`src/rtl/midi_tx.sv`:
```
// MIDI UART transmitter: one status+data message per handshake, 8N1, LSB first, idle-high line.
// Optional running-status compression is enabled with `define MIDI_TX_RUNNING_STATUS_EN.
module midi_tx #(
  parameter int unsigned CLK_FREQ     = 50000000,
  parameter int unsigned BAUD         = 31250,
  parameter int unsigned CLKS_PER_BIT = CLK_FREQ / BAUD
) (
  input  logic       Clk,
  input  logic       Rst_p,
  input  logic       Msg_valid,
  output logic       Msg_ready,
  input  logic [7:0] Msg_status,
  input  logic [7:0] Msg_data1,
  input  logic [7:0] Msg_data2,
  output logic       MIDI_out,
  output logic       Busy,
  output logic       Msg_done,
  output logic       Msg_err
);

  localparam int unsigned CNT_W = (CLKS_PER_BIT > 1) ? $clog2(CLKS_PER_BIT) : 1;

  typedef enum logic [1:0] {S_IDLE, S_START, S_DATA, S_STOP} state_t;

  state_t           r_state, w_state;
  logic [CNT_W-1:0] r_baud, w_baud;
  logic [2:0]       r_bit, w_bit;
  logic [1:0]       r_idx, w_idx;
  logic [1:0]       r_last_idx, w_last_idx;
  logic [7:0]       r_b0, r_b1, r_b2, w_b0, w_b1, w_b2;
  logic             r_out, w_out;
  logic             r_ready, w_ready;
  logic             r_busy, w_busy;
  logic             r_done, w_done;
  logic             r_err, w_err;
`ifdef MIDI_TX_RUNNING_STATUS_EN
  logic [7:0]       r_last_status, w_last_status;
`endif

  logic       w_accept, w_wrap, w_final, w_skip;
  logic [7:0] w_cur, w_d1, w_d2;
  logic [1:0] w_len_idx;

  assign w_accept = Msg_valid & r_ready;
  assign w_wrap   = (r_baud == CNT_W'(CLKS_PER_BIT - 1));
  assign w_final  = (r_idx == r_last_idx);
  assign w_d1     = {1'b0, Msg_data1[6:0]};
  assign w_d2     = {1'b0, Msg_data2[6:0]};

`ifdef MIDI_TX_RUNNING_STATUS_EN
  // Only channel messages (0x80-0xEF) can be compressed.
  assign w_skip = (Msg_status[7:4] != 4'hF) && (Msg_status == r_last_status);
`else
  assign w_skip = 1'b0;
`endif

  // Index of the final byte to send, before any running-status omission.
  always_comb begin
    w_len_idx = 2'd2;
    case (Msg_status[7:4])
      4'hC, 4'hD: w_len_idx = 2'd1;
      4'hF:       w_len_idx = 2'd0;
      default:    w_len_idx = 2'd2;
    endcase
  end

  always_comb begin
    w_cur = r_b2;
    case (r_idx)
      2'd0:    w_cur = r_b0;
      2'd1:    w_cur = r_b1;
      default: w_cur = r_b2;
    endcase
  end

  always_ff @(posedge Clk or posedge Rst_p) begin
    if (Rst_p) begin
      r_state    <= S_IDLE;
      r_baud     <= '0;
      r_bit      <= '0;
      r_idx      <= '0;
      r_last_idx <= '0;
      r_b0       <= '0;
      r_b1       <= '0;
      r_b2       <= '0;
      r_out      <= 1'b1;
      r_ready    <= 1'b1;
      r_busy     <= 1'b0;
      r_done     <= 1'b0;
      r_err      <= 1'b0;
`ifdef MIDI_TX_RUNNING_STATUS_EN
      r_last_status <= 8'h00;
`endif
    end else begin
      r_state    <= w_state;
      r_baud     <= w_baud;
      r_bit      <= w_bit;
      r_idx      <= w_idx;
      r_last_idx <= w_last_idx;
      r_b0       <= w_b0;
      r_b1       <= w_b1;
      r_b2       <= w_b2;
      r_out      <= w_out;
      r_ready    <= w_ready;
      r_busy     <= w_busy;
      r_done     <= w_done;
      r_err      <= w_err;
`ifdef MIDI_TX_RUNNING_STATUS_EN
      r_last_status <= w_last_status;
`endif
    end
  end

  always_comb begin
    w_state    = r_state;
    w_baud     = r_baud;
    w_bit      = r_bit;
    w_idx      = r_idx;
    w_last_idx = r_last_idx;
    w_b0       = r_b0;
    w_b1       = r_b1;
    w_b2       = r_b2;
    w_out      = r_out;
    w_ready    = r_ready;
    w_busy     = r_busy;
    w_done     = 1'b0;
    w_err      = 1'b0;
`ifdef MIDI_TX_RUNNING_STATUS_EN
    w_last_status = r_last_status;
`endif

    case (r_state)
      S_IDLE: begin
        w_baud = '0;
        w_out  = 1'b1;
      end
      S_START: begin
        if (w_wrap) begin
          w_baud  = '0;
          w_bit   = 3'd0;
          w_state = S_DATA;
          w_out   = w_cur[0];
        end else begin
          w_baud = r_baud + CNT_W'(1);
        end
      end
      S_DATA: begin
        if (w_wrap) begin
          w_baud = '0;
          if (r_bit == 3'd7) begin
            w_state = S_STOP;
            w_out   = 1'b1;
          end else begin
            w_bit = r_bit + 3'd1;
            w_out = w_cur[r_bit + 3'd1];
          end
        end else begin
          w_baud = r_baud + CNT_W'(1);
        end
      end
      S_STOP: begin
        if (!w_wrap) begin
          w_baud = r_baud + CNT_W'(1);
          // Raise done/ready so they cover the final stop-bit cycle.
          if (w_final && (r_baud == CNT_W'(CLKS_PER_BIT - 2))) begin
            w_done  = 1'b1;
            w_ready = 1'b1;
          end
        end else if (w_final) begin
          w_state = S_IDLE;
          w_baud  = '0;
          w_busy  = 1'b0;
        end else begin
          w_state = S_START;
          w_baud  = '0;
          w_idx   = r_idx + 2'd1;
          w_out   = 1'b0;
        end
      end
      default: w_state = S_IDLE;
    endcase

    // Acceptance overrides the idle/completion path so a waiting message starts with no gap.
    if (w_accept) begin
      if (!Msg_status[7]) begin
        w_err = 1'b1;
      end else begin
        if (w_skip) begin
          w_b0       = w_d1;
          w_b1       = w_d2;
          w_b2       = w_d2;
          w_last_idx = w_len_idx - 2'd1;
        end else begin
          w_b0       = Msg_status;
          w_b1       = w_d1;
          w_b2       = w_d2;
          w_last_idx = w_len_idx;
        end
        w_state = S_START;
        w_baud  = '0;
        w_bit   = 3'd0;
        w_idx   = 2'd0;
        w_out   = 1'b0;
        w_ready = 1'b0;
        w_busy  = 1'b1;
`ifdef MIDI_TX_RUNNING_STATUS_EN
        if (Msg_status[7:4] != 4'hF)
          w_last_status = Msg_status;
        else if (!Msg_status[3])
          w_last_status = 8'h00;
`endif
      end
    end
  end

  assign MIDI_out  = r_out;
  assign Msg_ready = r_ready;
  assign Busy      = r_busy;
  assign Msg_done  = r_done;
  assign Msg_err   = r_err;

endmodule

```
`config.mk`:
```
export PLATFORM = sky130hd
export DESIGN_NAME = midi_tx
export DESIGN_NICKNAME = d
export VERILOG_FILES = /design/src/rtl/midi_tx.sv
export SDC_FILE = /design/constraint.sdc
export NUM_CORES = 1
export LEC_CHECK = 0
export CAP_MARGIN = 20
export CORE_UTILIZATION = 25
export DETAILED_ROUTE_END_ITERATION = 16
export GPL_TIMING_DRIVEN = 0
export MAX_ROUTING_LAYER = met4
export SYNTH_ARGS = -nofsm -noshare
export SYNTH_HDL_FRONTEND = slang
export SYNTH_SLANG_ARGS = --single-unit
```
`constraint.sdc`:
```
create_clock -name Clk -period 4.5 [get_ports Clk]
set_clock_uncertainty 0.15 [all_clocks]
set_input_delay 0.45 -clock Clk [delete_from_list [all_inputs] [get_ports Clk]]
set_output_delay 0.45 -clock Clk [all_outputs]
set_load 0.01 [all_outputs]
```
==> results.yml <==
run_status:
  status: "finished clean"
synth:
  synth.ff_latch_count: 47
  yosys.area_share.xor_xnor_pct: 4.00
  seq_area_frac_synth_pct: 48.9
  synthArstFlopShare_pct: 100
  synth_nets: 308
  synth_edf_count: 0
  synth-compound-area-share_pct: 11.4
  synth_top_family_by_area: "simple AND/OR/NAND/NOR gates"
  synth-simple-area-share_pct: 25.2
  synthAdderAreaFrac_pct: 5.71
  syn_area_per_cell_um2: 8.93
  syn_inst: 270
  yosysTopAreaCell: "dfrtp_1"
  synthTopCellsByArea: "dfrtp_1, nand2_1, ha_1"
  yosysTopAreaCellShare_pct: 46.7
  synthFlopType: "dfrtp_1"
  synthDistinctLibCells: 44
  muxShareOfSynthArea_pct: 0.830
  syn_area_um2: 2410
  ys_warn_count: 0
route:
  wire_per_inst_um: 12.3
  firstDrtPassIters: 4
  drc: 0
  totalWireLength_um: 5390
  final_antenna_net_count: 0
  met3_length_um: 174
  drt_iter0_drc: 107
  routed.top_layer: "met4"
  met1_length_um: 2600
  vias: 1951
  avgViaCountPerCell: 4.46
  met2_length_um: 2540
critical_path:
  crit_slowest_cell: "dfrtp_1"
  crit_required_ps: 4550
  critPathArrivalTime_ps: 2310
  crit_buf_inv: 2
  crit_chain: "inv_1 -> ha_1 -> clkbuf_1 -> nor2_1 -> a21oi_1 -> a31oi_1 -> a311oi_1 -> o32ai_1"
  crit_path_max_fanout: 9
  crit_path_end_kind: "flop"
  start_kind: "flop"
  cp_top_family: "compound AO/OA/AOI/OAI gates"
  path_class: "flop to flop"
  crit_path_max_incr_delay_ps: 440
finish:
  multi_input_area_um2: 1140
  final_cell_area_um2: 3020
  regArea_um2: 1180
  layout-drive-gt1-share_pct: 7.47
  fillCellCount: 1013
  area_growth_syn_to_layout_pct: 25.2
  num-nets-final: 345
  final_common_cell: "nand2_1"
  antenna_cells: 0
  mostFrequentLayoutCells: "nand2_1, dfrtp_1, clkdlybuf4s50_1"
sta:
  maxSlewViolCount: 0
  max_freq_mhz: 444
  timing.final.hold_violations: 0
  tightest_slew_ps: 549
  finalSetupViolations: 0
  rsz0062_at_grt: "no"
  final.setup.tns_ps: 0
  relSlewSlack_pct: 63.1
  fin_crit_sh_pct: 50.0
  fin_crit_ps: 2250
cts:
  cts_tree: "built"
  path_clk_slew_ps: 90
  post-cts-setup-buffers: 0
  holdBufCountCts: 0
  cts_root_buffer: "clkbuf_8"
  clk_path_buf_depth: 2
  cts_num_sinks: 47
  htreeDepth: 2
  clock_latency_ps: 300
  numCtsBuffers: 5
  ctsResizeCount: 0
global_routing:
  grt_pass1_wl_um: 9050
  track_usage_pct: 11.8
  grt_max_degree: 33
  grt_overflow_total: 0
  grt_pass1_vias: 1917
  antenna_found_initial: 0
place:
  io_buffers: 29
  gp_congestion: 0.869
  post_dp_cell_area_um2: 2880
  hpwl_um: 4020
floorplanning:
  die_w_um: 100
  ioPinCount: 32
  rows: 35
  core_area_um2: 9280
  dieArea_um2: 10000
  die_h_um: 100
  start_util_pct: 26.0
power:
  p_leak_uw: 0.00134
  p_total_uw: 1280
  vdd_ir_drop_max_v: 0.000198
  power.density_nw_per_um2: 425
run:
  maxCapViolCount: 0
worst_hold_path:
  min_path_type: "primary input to async pin"
==> cells in the mapped netlist, types with 4 or more instances <==
cell	instances
a22oi_1	4
o21ai_0	6
nand2b_1	4
xnor2_1	6
nand2_1	80
inv_1	12
xor2_1	5
ha_1	11
a21oi_1	9
dfrtp_1	45
nor2_1	25
nand3_1	7
nand4_1	4
clkbuf_1	9
==> state kept, by name, indices dropped and copies added (netlist names) <==
register and flops:
r_state 2, Busy 1, MIDI_out 1, r_b2 7, Msg_done 1, r_last_idx 2, r_idx 2, r_b1 7
r_bit 3, r_b0 8, Msg_err 1, Msg_ready 1, r_baud 11
==> logic make-up after synthesis <==
group	after synthesis
multiplexers	2
adder cells (fa/ha/maj)	11
flip-flops	47
AO/OA/AOI/OAI	40
buffers and inverters	23
XOR/XNOR	11
AND/OR/NAND/NOR	136
==> worst paths after layout <==
check,from,endpoint,slack [ps],cells past startpoint
max,r_idx[0]$_DFF_PP0_,MIDI_out$_DFF_PP1_,2250,8
min,Rst_p,r_baud[8]$_DFF_PP0_,290,2
max reg2reg,r_idx[0]$_DFF_PP0_,MIDI_out$_DFF_PP1_,2250,8
min reg2reg,r_b1[4]$_DFFE_PP0P_,r_b1[4]$_DFFE_PP0P_,340,2
max in group asynchronous,Rst_p,MIDI_out$_DFF_PP1_,3360,3
min in group Clk,r_b1[4]$_DFFE_PP0P_,r_b1[4]$_DFFE_PP0P_,340,2
==> stage by stage <==
stage	hold slack [ps]	cells	utilization (%)	setup slack (ps)
finish	285	437	32.5	2250
floorplan	285	270	-	2560
global route	323	437	32.5	2100
detailed placement	314	429	31.1	2230
CTS	294	437	32.5	2270
global placement	312	428	30.8	1820
==> metal layers <==
| metal | vias to the layer above | track usage (%) |
|---|---|---|
| li1 | 970 | - |
| met1 | 940 | 14.8 |
| met2 | 37 | 19.3 |
| met3 | 4 | 1.67 |
| met4 | 0 | 4.35 |
| met5 | - | - |
==> layout make-up <==
| cell class | count | area share (%) |
|---|---|---|
| buffer | 11 | 1.66 |
| clock inverter | 3 | 2.24 |
| inverter | 12 | 1.49 |
| tap | 129 | 5.35 |
| sequential | 47 | 39.0 |
| timing repair buffer | 30 | 10.3 |
| clock buffer | 5 | 2.28 |
| multi-input combinational | 200 | 37.7 |
==> report_power, final <==
| part | internal (uW) | total, uW | switching, uW | leakage [uW] |
|---|---|---|---|---|
| sequential | 522 | 599 | 77.5 | 0.000588 |
| clock | 222 | 370 | 148 | 0.0000644 |
| combinational | 141 | 314 | 173 | 0.000691 |
Power figures use the tool's default switching activity.
